File: src/rtl/global_variables.sv
`default_nettype none
// ============================================================================
// Package  : global_variables
// Brief    : Machine-wide widths and the result record carried on the CDB.
// Revision : 1.0 - initial release
// ============================================================================
package global_variables;

    localparam int XLEN          = 32;
    localparam int CDB_TAG_WIDTH = 6;

    typedef struct packed {
        logic [XLEN-1:0]          result;
        logic [XLEN-1:0]          address;
        logic [CDB_TAG_WIDTH-1:0] tag;
    } cdb_entry_t;

endpackage
`default_nettype wire

File: src/rtl/cdb_result_buffer.sv
`default_nettype none
// ============================================================================
// Module   : cdb_result_buffer
// Brief    : Circular FIFO holding completed FU results until the CDB is won.
//            Define CDB_RESULT_BUFFER_BYPASS_EN for same-cycle empty bypass.
// Revision : 1.0 - initial release
// ============================================================================
module cdb_result_buffer
    import global_variables::*;
#(
    parameter int DEPTH     = 4,
    parameter int TAG_WIDTH = 6
) (
    input  logic                       clock,
    input  logic                       reset,
    input  logic                       in_valid,
    input  logic [XLEN-1:0]            in_result,
    input  logic [XLEN-1:0]            in_address,
    input  logic [TAG_WIDTH-1:0]       in_tag,
    output logic                       in_ready,
    input  logic                       flush,
    output logic                       get_bus,
    input  logic                       bus_granted,
    output logic                       cdb_valid,
    output logic [XLEN-1:0]            cdb_result,
    output logic [XLEN-1:0]            cdb_address,
    output logic [TAG_WIDTH-1:0]       cdb_tag,
    output logic [$clog2(DEPTH):0]     count,
    output logic                       full
);

    localparam int c_PTR_W = $clog2(DEPTH);
    localparam int c_CNT_W = c_PTR_W + 1;

    cdb_entry_t         r_mem_q [DEPTH];
    logic [c_PTR_W-1:0] r_head_q, w_head_d;
    logic [c_PTR_W-1:0] r_tail_q, w_tail_d;
    logic [c_CNT_W-1:0] r_count_q, w_count_d;

    logic       w_empty;
    logic       w_full;
    logic       w_push;
    logic       w_pop;
    logic       w_bypass;
    logic       w_wr_en;
    cdb_entry_t w_in_entry;
    cdb_entry_t w_out_entry;

    assign w_empty    = (r_count_q == '0);
    assign w_full     = (r_count_q == c_CNT_W'(DEPTH));
    assign w_in_entry = '{result: in_result, address: in_address, tag: CDB_TAG_WIDTH'(in_tag)};

`ifdef CDB_RESULT_BUFFER_BYPASS_EN
    // A result broadcast straight from the input is never stored.
    assign w_bypass = w_empty && in_valid && bus_granted;
`else
    assign w_bypass = 1'b0;
`endif

    assign w_pop   = bus_granted && !w_empty;
    assign w_push  = in_valid && !w_full && !w_bypass;
    assign w_wr_en = w_push && !flush;

    always_comb begin
        w_out_entry = '0;
        get_bus     = !w_empty;
        cdb_valid   = w_pop;
        if (!w_empty) begin
            w_out_entry = r_mem_q[r_head_q];
        end
`ifdef CDB_RESULT_BUFFER_BYPASS_EN
        else if (in_valid) begin
            w_out_entry = w_in_entry;
        end
        get_bus   = !w_empty || in_valid;
        cdb_valid = bus_granted && (!w_empty || in_valid);
`endif
    end

    assign in_ready    = !w_full;
    assign full        = w_full;
    assign count       = r_count_q;
    assign cdb_result  = w_out_entry.result;
    assign cdb_address = w_out_entry.address;
    assign cdb_tag     = TAG_WIDTH'(w_out_entry.tag);

    always_comb begin
        w_head_d  = r_head_q;
        w_tail_d  = r_tail_q;
        w_count_d = r_count_q;
        if (flush) begin
            w_head_d  = '0;
            w_tail_d  = '0;
            w_count_d = '0;
        end else begin
            if (w_push) begin
                w_tail_d = r_tail_q + c_PTR_W'(1);
            end
            if (w_pop) begin
                w_head_d = r_head_q + c_PTR_W'(1);
            end
            case ({w_push, w_pop})
                2'b10:   w_count_d = r_count_q + c_CNT_W'(1);
                2'b01:   w_count_d = r_count_q - c_CNT_W'(1);
                default: w_count_d = r_count_q;
            endcase
        end
    end

    always_ff @(posedge clock) begin
        if (reset) begin
            r_head_q  <= '0;
            r_tail_q  <= '0;
            r_count_q <= '0;
        end else begin
            r_head_q  <= w_head_d;
            r_tail_q  <= w_tail_d;
            r_count_q <= w_count_d;
        end
    end

    // Payload storage needs no reset: outputs are masked while the count is zero.
    always_ff @(posedge clock) begin
        if (w_wr_en && !reset) begin
            r_mem_q[r_tail_q] <= w_in_entry;
        end
    end

endmodule
`default_nettype wire

File: config.mk
export PLATFORM = sky130hd
export DESIGN_NAME = cdb_result_buffer
export DESIGN_NICKNAME = d
export VERILOG_FILES = /design/src/rtl/global_variables.sv /design/src/rtl/cdb_result_buffer.sv
export SDC_FILE = /design/constraint.sdc
export NUM_CORES = 1
export LEC_CHECK = 0
export BUFFER_PORTS_ARGS = -buffer_cell sky130_fd_sc_hd__buf_2
export CELL_PAD_IN_SITES_DETAIL_PLACEMENT = 1
export CELL_PAD_IN_SITES_GLOBAL_PLACEMENT = 2
export CORE_MARGIN = 4
export CORE_UTILIZATION = 40
export DETAILED_ROUTE_END_ITERATION = 12
export PLACE_DENSITY = 0.74
export SLEW_MARGIN = 15
export SYNTH_ARGS = -nofsm -noshare
export SYNTH_HDL_FRONTEND = slang
export SYNTH_SLANG_ARGS = --single-unit
File: constraint.sdc
create_clock -name clock -period 2.9 [get_ports clock]
set_input_delay 0.58 -clock clock [delete_from_list [all_inputs] [get_ports clock]]
set_output_delay 0.58 -clock clock [all_outputs]
set_load 0.005 [all_outputs]
==> flow_summary.toml, run 1 <==
[cts]
cts-hold-fix-buffers = 0
post_cts_resized = 0
cts-root-to-sink-buffers = 3
post-cts-setup-buffer-count = 0
tritoncts = "built"
cts_max_level = 1
cts.clk_slew.worst_paths_ns = 0.06
number_of_buffers_created_by_cts = 30
sinks_on_the_clock_net = 289
clkLatencyLatePin_ns = 0.54
clockRootBuffer = "sky130_fd_sc_hd__clkbuf_16"

[global_routing]
grt_use_total = 0.149
grt_start_max_net_pins = 72
grt_antenna_before_repair = 6
grt_pass1_wl_um = 35700
globalRoute.totalOverflow = 0
number_of_global_route_vias_before_repair = 6137

[min_path]
hold_path.startpoint = "in_result[10]"
hold_class = "primary input to register"
holdPathEnd = "r_mem_q[3][48]$_DFFE_PP_"
min_delay_path_depth = 1

[yosys]
ys_seq_area_frac = 0.771
syn_nets = 580
ys_seq_elements = 289
cell_count_after_synthesis = 499
yosysWarningCount = 0
synthDistinctLibCells = 27
post_synth_instance_area_um2 = 11100
syn_avg_cell_area_um2 = 22.3

[die]
fp.dieArea_um2 = 30600
initial_utilization = 0.410
core_area_um2 = 27200
boundaryPins = 152
die_w_um = 175
std_cell_rows = 60
die-height_um = 175

[timing]
achievable-frequency_mhz = 358
clock-skew-final_ns = 0.00494
timing.final.crit_share = 0.963
layout_min_cycle_time_ns = 2.79
setup_repair_after_global_routing_missed_its_margin = "yes"
tightestPinTransition_ns = 0.521
timing.final.hold_violations = 0
report.final.setup_viol = 0
max_slew_margin = 0.653
max_slew_vio_count = 0
layout_setup_ws_ns = 0.107

[detailed_routing]
via_total_after_detailed_routing = 5304
drt-vias-per-instance = 4.96
drt_drc_violations_left = 0
routed_wire_length_per_instance_um = 21.3
routed_wirelength_um = 22800
drtPass1Iterations = 4
drt_iter0_markers = 305
drtAntennaViolNets = 0

[critical_path]
ff2ff_path_depth = 9
setup.worst_path.start_class = "register"
ff2ff_setup_slack_ns = 0.43
critical_path_peak_fanout = 11
critPathArrivalTime_ns = 2.21
worstSetupEndpointType = "primary output"
r2r_start = "count[2]$_SDFFE_PP0P_"
reg2reg_to = "count[2]$_SDFFE_PP0P_"
cp_data_required_time_ns = 2.32
worst-setup-path-type = "register to primary output"

[cells_and_area]
fin_nets = 752
drive_above_1_share = 0.419
area_delta_synth_final_pct = 20.2
final-instance-count-excl-fill = 1069
filler_cell_count = 2539

[place]
place.gp.congestion = 0.692
numPlacedInstances = 1011
detailedPlacementHpwl_um = 13800
port_buffers = 151
pre_cts_ws_ns = 0.427

[power_and_ir_drop]
power.density_cell_area_nw_per_um2 = 661
power.static_leakage_uw = 0.00459
ir_worst_vdd_uv = 458
totalPowerFinal_uw = 8850

[flow_run]
timing.max_cap.violations = 0

[outcome]
outcome = "complete, no violations"
power by group:
part	leakage, µW	internal, µW	total [µW]	switching [µW]
combinational	0.00151	177	377	200
sequential	0.00260	4620	4640	15.2
clock	0.000482	2300	3830	1530
state kept, by name (all words and copies together) (netlist names), named ones only:
name      count
r_head_q      2
count         3
r_tail_q      2
r_mem_q     280
critical path, stage by stage, from the launching register on:
cell	delay (ns)
sky130_fd_sc_hd__dfxtp_4	0.50
sky130_fd_sc_hd__buf_4	0.31
sky130_fd_sc_hd__mux4_2	0.56
sky130_fd_sc_hd__and2_1	0.17
sky130_fd_sc_hd__buf_2	0.12
cell usage after synthesis:
cell type,count,share of area
sky130_fd_sc_hd__edfxtp_1,280,0.76
sky130_fd_sc_hd__and2_1,70,0.039
sky130_fd_sc_hd__mux4_2,70,0.14
sky130_fd_sc_hd__buf_2,9,0.0040
sky130_fd_sc_hd__dfxtp_1,9,0.016
sky130_fd_sc_hd__clkbuf_1,8,0.0027
sky130_fd_sc_hd__inv_1,8,0.0027
sky130_fd_sc_hd__buf_12,7,0.013
sky130_fd_sc_hd__nor2_1,7,0.0024
sky130_fd_sc_hd__ha_1,5,0.0056
sky130_fd_sc_hd__and3_1,4,0.0022
sky130_fd_sc_hd__xor2_1,4,0.0031
sky130_fd_sc_hd__a21oi_1,3,0.0013
sky130_fd_sc_hd__or3_1,2,0.0011
sky130_fd_sc_hd__a21o_1,1,0.00067
sky130_fd_sc_hd__and2_4,1,0.00079
sky130_fd_sc_hd__buf_1,1,0.00034
sky130_fd_sc_hd__buf_6,1,0.0010
sky130_fd_sc_hd__fa_1,1,0.0018
sky130_fd_sc_hd__nand3_1,1,0.00045
sky130_fd_sc_hd__nand4_1,1,0.00056
sky130_fd_sc_hd__o21ai_0,1,0.00045
sky130_fd_sc_hd__o311ai_0,1,0.00079
sky130_fd_sc_hd__o31ai_1,1,0.00067
sky130_fd_sc_hd__o31ai_2,1,0.0011
sky130_fd_sc_hd__or2_2,1,0.00056
sky130_fd_sc_hd__or3b_1,1,0.00079
cells in the final DEF, fill, tap and decap left out, types with 2 or more instances in the layout:
master	count
sky130_fd_sc_hd__inv_1	8
sky130_fd_sc_hd__nor2_1	7
sky130_fd_sc_hd__dfxtp_1	7
sky130_fd_sc_hd__buf_12	7
sky130_fd_sc_hd__buf_4	6
sky130_fd_sc_hd__clkinv_2	5
sky130_fd_sc_hd__ha_1	5
sky130_fd_sc_hd__bufinv_16	4
sky130_fd_sc_hd__clkinv_1	7
sky130_fd_sc_hd__xor2_1	4
sky130_fd_sc_hd__clkbuf_16	31
sky130_fd_sc_hd__buf_2	151
sky130_fd_sc_hd__a21oi_1	3
sky130_fd_sc_hd__diode_2	2
sky130_fd_sc_hd__dfxtp_4	2
sky130_fd_sc_hd__and2_1	70
sky130_fd_sc_hd__clkbuf_1	4
sky130_fd_sc_hd__mux4_2	70
sky130_fd_sc_hd__clkinv_4	2
sky130_fd_sc_hd__and3_4	4
sky130_fd_sc_hd__edfxtp_1	280
sky130_fd_sc_hd__clkinvlp_4	3
cell type report:
| cell class | instances | area (µm²) | share of cell area |
|---|---|---|---|
| diodes | 2 | 5.00 | 0.000374 |
| clock buffers | 35 | 791 | 0.0591 |
| clock inverters | 21 | 211 | 0.0158 |
| inverters | 8 | 30.0 | 0.00224 |
| multi-input cells | 176 | 2310 | 0.172 |
| flip-flops and latches | 289 | 8600 | 0.642 |
| well taps | 372 | 465 | 0.0348 |
| repair buffers | 166 | 980 | 0.0732 |
cells by family (layout without fill, tap and decap cells):
| logic type | Yosys count | after routing | share of synthesized area |
|---|---|---|---|
| compound gates | 8 | 8 | 0.00506 |
| mux | 70 | 70 | 0.142 |
| buf+inv | 34 | 230 | 0.0234 |
| fa+ha+maj | 6 | 6 | 0.00742 |
| simple gates | 88 | 88 | 0.0482 |
| other cells | 0 | 2 | 0 |
| flops | 289 | 289 | 0.771 |
| xor+xnor | 4 | 4 | 0.00315 |
how the worst max path moves through the flow:
stage                           from               endpoint  slack, ns  cells after the start
2_1_floorplan  count[2]$_SDFFE_PP0P_  count[2]$_SDFFE_PP0P_       0.61                     10
3_3_place_gp   count[2]$_SDFFE_PP0P_  count[2]$_SDFFE_PP0P_       0.55                      9
3_5_place_dp   count[2]$_SDFFE_PP0P_  count[2]$_SDFFE_PP0P_       0.43                      9
4_1_cts                     register          cdb_result[1]       0.03                      4
5_1_grt                     register          cdb_result[1]      -0.03                      4
6_report                    register         cdb_result[28]       0.11                      4
through the flow:
stage	TNS, ns	util	area, µm²	hold WS (ns)
floorplan	0	-	11100	0.485
global placement	0	0.455	12400	0.508
detailed placement	0	0.455	12400	0.523
CTS	0	0.492	13400	0.221
global route	-0.243	0.492	13400	0.232
finish	0	0.493	13400	0.255
routing by layer:
layer  share of wire  wire, µm  GRT usage  vias up
met1            0.42      9650      0.194     2763
met2            0.51     11600      0.260      139
li1                -         -          -     2362
met3           0.051      1150     0.0342       34
met4           0.017       392     0.0304        6
met5          0.0018        41          0        -
No activity file was read; power rests on OpenSTA's default activity.
==> inputs of run 2 (changes only) <==
--- a/config.mk
+++ b/config.mk
@@ -6,12 +6,13 @@
 export NUM_CORES = 1
 export LEC_CHECK = 0
 export BUFFER_PORTS_ARGS = -buffer_cell sky130_fd_sc_hd__buf_2
-export CELL_PAD_IN_SITES_DETAIL_PLACEMENT = 1
-export CELL_PAD_IN_SITES_GLOBAL_PLACEMENT = 2
+export CELL_PAD_IN_SITES_DETAIL_PLACEMENT = 0
+export CELL_PAD_IN_SITES_GLOBAL_PLACEMENT = 1
 export CORE_MARGIN = 4
-export CORE_UTILIZATION = 40
+export CORE_UTILIZATION = 45
 export DETAILED_ROUTE_END_ITERATION = 12
 export PLACE_DENSITY = 0.74
+export REMOVE_ABC_BUFFERS = 1
 export SLEW_MARGIN = 15
 export SYNTH_ARGS = -nofsm -noshare
 export SYNTH_HDL_FRONTEND = slang
==> flow_summary.toml, run 2 (synthesized netlist as in run 1, its figures left out) <==
[outcome]
outcome = "complete, no violations"

[timing]
layout_min_cycle_time_ns = 2.76
max_slew_vio_count = 0
max_slew_margin = 0.517
timing.final.crit_share = 0.952
report.final.setup_viol = 0
final.setup.tns_ns = 0
timing.final.hold_violations = 0
achievable-frequency_mhz = 362
tightestPinTransition_ns = 0.725
clock-skew-final_ns = 0.00923
setup_repair_after_global_routing_missed_its_margin = "no"

[cells_and_area]
mostFrequentLayoutCells = "280 x sky130_fd_sc_hd__edfxtp_1, 151 x sky130_fd_sc_hd__buf_2, 70 x sky130_fd_sc_hd__mux4_2, 70 x sky130_fd_sc_hd__and2_1, 29 x sky130_fd_sc_hd__clkbuf_16"
filler_cell_count = 1901
drive_above_1_share = 0.416
final-instance-count-excl-fill = 1012
utilization = 0.545
largest_register = "r_mem_q"
largest_reg_flops = 280
finalInstanceArea_um2 = 13300
ant_diodes = 0
fin_nets = 750
area_delta_synth_final_pct = 19.1
layout_commonest_cell = "sky130_fd_sc_hd__edfxtp_1"

[power_and_ir_drop]
power.static_leakage_uw = 0.00457
ir_worst_vdd_uv = 351
power.density_cell_area_nw_per_um2 = 662
totalPowerFinal_uw = 8780

[die]
std_cell_rows = 57
core_area_um2 = 24300
fp.dieArea_um2 = 27300
boundaryPins = 152
die_w_um = 165
die-height_um = 165
initial_utilization = 0.458

[cts]
post-cts-setup-buffer-count = 0
sinks_on_the_clock_net = 289
post_cts_resized = 0
cts_max_level = 1
clkLatencyLatePin_ns = 0.52
number_of_buffers_created_by_cts = 29
cts.clk_slew.worst_paths_ns = 0.06
cts-root-to-sink-buffers = 3
tritoncts = "built"
cts-hold-fix-buffers = 0
clockRootBuffer = "sky130_fd_sc_hd__clkbuf_16"

[global_routing]
grt_antenna_before_repair = 3
globalRoute.totalOverflow = 0
grt_use_total = 0.153
grt_pass1_wl_um = 32000
grt_start_max_net_pins = 72
number_of_global_route_vias_before_repair = 5752

[detailed_routing]
drt_drc_violations_left = 0
via_total_after_detailed_routing = 5291
routed_wire_length_per_instance_um = 20.5
drt_iter0_markers = 275
drt-vias-per-instance = 5.23
drtPass1Iterations = 4
drtAntennaViolNets = 0
routed_wirelength_um = 20700

[critical_path]
worstSetupEndpointType = "primary output"
largest_stage_delay_worst_path_ns = 0.49
cp_data_required_time_ns = 2.32
critical-path-slowest-cell = "sky130_fd_sc_hd__or3_2"
crit_path_cell_chain = "or3_2 > buf_4 > and2_1 > buf_2"
critical_path_peak_fanout = 71
critical_path.n_buffers_inverters = 2
critPathArrivalTime_ns = 2.18
timing.critical_path.max_delay_family = "simple AND/OR/NAND/NOR gates"
setup.worst_path.start_class = "register"
worst-setup-path-type = "register to primary output"

[min_path]
hold_class = "primary input to register"

[place]
port_buffers = 151
numPlacedInstances = 962
cell_area_after_placement_um2 = 12300
detailedPlacementHpwl_um = 12400
place.gp.congestion = 0.756

[flow_run]
timing.max_cap.violations = 0
[run 2: cell types whose count changed in the layout (fill, tap and decap cells not counted)]
| cell | delta |
|---|---|
| sky130_fd_sc_hd__buf_16 | -1 |
| sky130_fd_sc_hd__buf_4 | +1 |
| sky130_fd_sc_hd__buf_6 | -1 |
| sky130_fd_sc_hd__bufinv_16 | +2 |
| sky130_fd_sc_hd__clkbuf_16 | -2 |
| sky130_fd_sc_hd__clkinv_1 | -2 |
| sky130_fd_sc_hd__clkinv_2 | -1 |
| sky130_fd_sc_hd__clkinv_4 | -2 |
| sky130_fd_sc_hd__clkinvlp_4 | -2 |
| sky130_fd_sc_hd__diode_2 | -2 |
| sky130_fd_sc_hd__inv_6 | +1 |
[run 2: metal layers]
metal / track usage / vias to the layer above / routed length (µm)
li1: - / 2357 / -
met1: 0.208 / 2738 / 8700
met2: 0.255 / 155 / 10400
met3: 0.0360 / 35 / 1310
met4: 0.0352 / 6 / 287
met5: 0 / - / 40
[run 2: power by group]
part           switching [µW]  internal (µW)
sequential               12.9           4620
combinational             199            174
clock                    1420           2350
[run 2: path summary, 6_finish.rpt]
path	startpoint	to	slack (ns)	cells past startpoint
worst max-delay path	count[1]$_SDFFE_PP0P_	cdb_address[25]	0.14	4
worst min-delay path	in_address[8]	r_mem_q[3][14]$_DFFE_PP_	0.27	1
worst max register to register	count[2]$_SDFFE_PP0P_	count[2]$_SDFFE_PP0P_	0.39	9
worst min register to register	r_head_q[1]$_SDFFE_PP0P_	r_head_q[1]$_SDFFE_PP0P_	0.53	2
[run 2: area by class of cell]
type                            instances  area, µm²  area share
Sequential cell                       289       8600       0.648
Timing Repair Buffer                  165        948      0.0715
Multi-Input combinational cell        176       2310       0.174
Tap cell                              324        405      0.0306
Clock buffer                           33        741      0.0558
Inverter                                8       30.0     0.00226
Clock inverter                         17        235      0.0177
[run 2: metrics by stage]
step           setup slack (ns)  hold slack, ns
2_1_floorplan             -1.46           0.485
3_3_place_gp              0.570           0.504
3_5_place_dp              0.419           0.509
4_1_cts                   0.104           0.242
5_1_grt                  0.0423           0.245
6_report                  0.140           0.272
==> inputs of run 3 (changes only) <==
--- a/config.mk
+++ b/config.mk
@@ -5,12 +5,14 @@
 export SDC_FILE = /design/constraint.sdc
 export NUM_CORES = 1
 export LEC_CHECK = 0
+export ABC_AREA = 1
 export BUFFER_PORTS_ARGS = -buffer_cell sky130_fd_sc_hd__buf_2
 export CELL_PAD_IN_SITES_DETAIL_PLACEMENT = 0
 export CELL_PAD_IN_SITES_GLOBAL_PLACEMENT = 1
 export CORE_MARGIN = 4
-export CORE_UTILIZATION = 45
+export CORE_UTILIZATION = 42
 export DETAILED_ROUTE_END_ITERATION = 12
+export GPL_ROUTABILITY_DRIVEN = 0
 export PLACE_DENSITY = 0.74
 export REMOVE_ABC_BUFFERS = 1
 export SLEW_MARGIN = 15
==> flow_summary.toml, run 3 <==
[yosys]
synth_edf_count = 280
yosys.cell_count.top_type = "sky130_fd_sc_hd__nor2_1"
cell_count_after_synthesis = 901
synthTopCellsByArea = "sky130_fd_sc_hd__edfxtp_1 74%, sky130_fd_sc_hd__nor2_1 9.7%, sky130_fd_sc_hd__o21ai_0 4.0%"
ys_seq_elements = 289
synth_common_cells = "294 x sky130_fd_sc_hd__nor2_1, 280 x sky130_fd_sc_hd__edfxtp_1, 91 x sky130_fd_sc_hd__o21ai_0, 75 x sky130_fd_sc_hd__a21oi_1, 51 x sky130_fd_sc_hd__o21ai_1"
synth.largest_area_cell = "sky130_fd_sc_hd__edfxtp_1"
syn_avg_cell_area_um2 = 12.6
synth_top_area_share = 0.742
ys_seq_area_frac = 0.757
post_synth_instance_area_um2 = 11300
fraction_of_registers_with_async_set_reset = 0
synthDistinctLibCells = 19
yosysWarningCount = 0
ys_dominant_reg_cell = "sky130_fd_sc_hd__edfxtp_1"

[cells_and_area]
drive_above_1_share = 0.199
largest_reg_flops = 280
fin_nets = 1131
largest_register = "r_mem_q"
area_delta_synth_final_pct = 18.3
finalInstanceArea_um2 = 13400
layout_commonest_cell = "sky130_fd_sc_hd__nor2_1"
filler_cell_count = 2291
mostFrequentLayoutCells = "290 x sky130_fd_sc_hd__nor2_1, 280 x sky130_fd_sc_hd__edfxtp_1, 151 x sky130_fd_sc_hd__buf_2, 91 x sky130_fd_sc_hd__o21ai_0, 74 x sky130_fd_sc_hd__a21oi_1"

[min_path]
hold_path.startpoint = "in_address[13]"
holdPathEnd = "r_mem_q[3][19]$_DFFE_PP_"
hold_class = "primary input to register"
min_delay_path_depth = 1

[critical_path]
ff2ff_path_depth = 7
critPathArrivalTime_ns = 2.19
cp_data_required_time_ns = 2.32
ff2ff_setup_slack_ns = 0.90
worstSetupEndpointType = "primary output"
setup.worst_path.start_class = "register"
critical_path_peak_fanout = 140
r2r_start = "count[1]$_SDFFE_PP0P_"
reg2reg_to = "r_mem_q[1][45]$_DFFE_PP_"
worst-setup-path-type = "register to primary output"

[timing]
setup_repair_after_global_routing_missed_its_margin = "no"
layout_min_cycle_time_ns = 2.77
max_slew_margin = 0.598
clock-skew-final_ns = 0.00566
layout_setup_ws_ns = 0.125
report.final.setup_viol = 0
timing.final.hold_violations = 0
max_slew_vio_count = 0
hold-worst-slack_ns = 0.272
achievable-frequency_mhz = 360
tightestPinTransition_ns = 0.603
timing.final.crit_share = 0.957
final.setup.tns_ns = 0

[detailed_routing]
drt_iter0_markers = 585
via_total_after_detailed_routing = 7089
drt-vias-per-instance = 5.03
drt_drc_violations_left = 0
drtAntennaViolNets = 0
routed_wire_length_per_instance_um = 18.0
drtPass1Iterations = 5
routed_wirelength_um = 25400

[die]
boundaryPins = 152
fp.dieArea_um2 = 29700
std_cell_rows = 59
initial_utilization = 0.431
die-height_um = 172
core_area_um2 = 26300
die_w_um = 172

[cts]
number_of_buffers_created_by_cts = 29
sinks_on_the_clock_net = 289
clockRootBuffer = "sky130_fd_sc_hd__clkbuf_16"
cts_max_level = 1
cts-hold-fix-buffers = 0
clkLatencyLatePin_ns = 0.53
cts.clk_slew.worst_paths_ns = 0.06
cts-root-to-sink-buffers = 3
tritoncts = "built"

[place]
detailedPlacementHpwl_um = 14300
pre_cts_ws_ns = 0.670
port_buffers = 151
cell_area_after_placement_um2 = 12500

[global_routing]
grt.met3_usage = 0.0345
number_of_global_route_vias_before_repair = 6817
grt_use_total = 0.163
grt_start_max_net_pins = 141
grt_antenna_before_repair = 5
grt.met2_usage = 0.261
globalRoute.totalOverflow = 0
busiest_layer = "met2"
grt_pass1_wl_um = 37800
grt_util_met1 = 0.229

[power_and_ir_drop]
power.density_cell_area_nw_per_um2 = 639
switchingPower_uw = 1760
power.static_leakage_uw = 0.00487
power.share.switching = 0.206
ir_worst_vdd_uv = 388
intPower_uw = 6810
totalPowerFinal_uw = 8570
power_frac_clock = 0.400
share_seq_of_total_power = 0.542
power_frac_comb = 0.058

[flow_run]
timing.max_cap.violations = 0

[outcome]
outcome = "complete, no violations"
run 3: cell types whose count changed after synthesis, moves of 11 or more:
cell and change:
sky130_fd_sc_hd__nor2_1 +287, sky130_fd_sc_hd__clkbuf_1 +12, sky130_fd_sc_hd__o21ai_0 +90, sky130_fd_sc_hd__a21oi_1 +72
sky130_fd_sc_hd__nand2_1 +15, sky130_fd_sc_hd__o21ai_1 +51, sky130_fd_sc_hd__and2_1 -70, sky130_fd_sc_hd__mux4_2 -70
sky130_fd_sc_hd__inv_1 +11
run 3: cells by family after synthesis:
group	Yosys count	share of synthesized area
AO/OA/AOI/OAI	217	0.0958
adder cells (fa/ha/maj)	6	0.00728
buffers and inverters	75	0.0348
flip-flops	289	0.757
AND/OR/NAND/NOR	314	0.105
run 3: worst max-delay path: stages, from the launching register on:
cell                      delay, ns
sky130_fd_sc_hd__dfxtp_4       0.38
sky130_fd_sc_hd__buf_16        0.47
sky130_fd_sc_hd__nor2_1        0.10
sky130_fd_sc_hd__nor2_1        0.10
sky130_fd_sc_hd__o21ai_0       0.08
sky130_fd_sc_hd__a21oi_1       0.32
sky130_fd_sc_hd__buf_2         0.19
run 3: what timing repair did:
item / 4_1_cts / 5_1_grt
buffers inserted: 0 / 1
resized for setup: 0 / 2
endpoints found under the setup margin: 0 / 4
run 3: layer usage:
metal	part of all wire	wire length [µm]
met1	0.46	11600
met2	0.46	11700
met3	0.066	1670
met4	0.019	482
met5	0.0012	31
run 3: area by class of cell:
cell class,count,area (µm²),area share
sequential,289,8600,0.641
timing repair buffer,171,1050,0.0780
clock buffer,39,763,0.0569
clock inverter,12,101,0.00756
tap,335,419,0.0313
inverter,22,85.1,0.00635
multi-input combinational,537,2390,0.178
antenna,3,7.51,0.000560
run 3: worst max path at each step:
stage,depth (start not counted),from,endpoint,slack (ns)
2_1_floorplan,3,register,cdb_address[0],-2.26
3_3_place_gp,6,register,cdb_address[1],0.68
3_5_place_dp,6,register,cdb_address[1],0.67
4_1_cts,6,register,cdb_address[1],0.10
5_1_grt,6,register,cdb_address[1],0.02
6_report,6,register,cdb_address[1],0.13
run 3: stage by stage:
stage          std cells   util
2_1_floorplan        848      -
3_3_place_gp        1353  0.476
3_5_place_dp        1353  0.476
4_1_cts             1404  0.509
5_1_grt             1407  0.510
6_report            1408  0.510
run 3: power groups by stage:
| stage | registers (µW) | clock network, µW | logic (µW) |
|---|---|---|---|
| 2_1_floorplan | 4750 | 0 | 195 |
| 3_3_place_gp | 4730 | 0 | 500 |
| 3_5_place_dp | 4730 | 0 | 502 |
| 4_1_cts | 4640 | 3510 | 505 |
| 5_1_grt | 4640 | 3690 | 558 |
| 6_report | 4640 | 3430 | 495 |
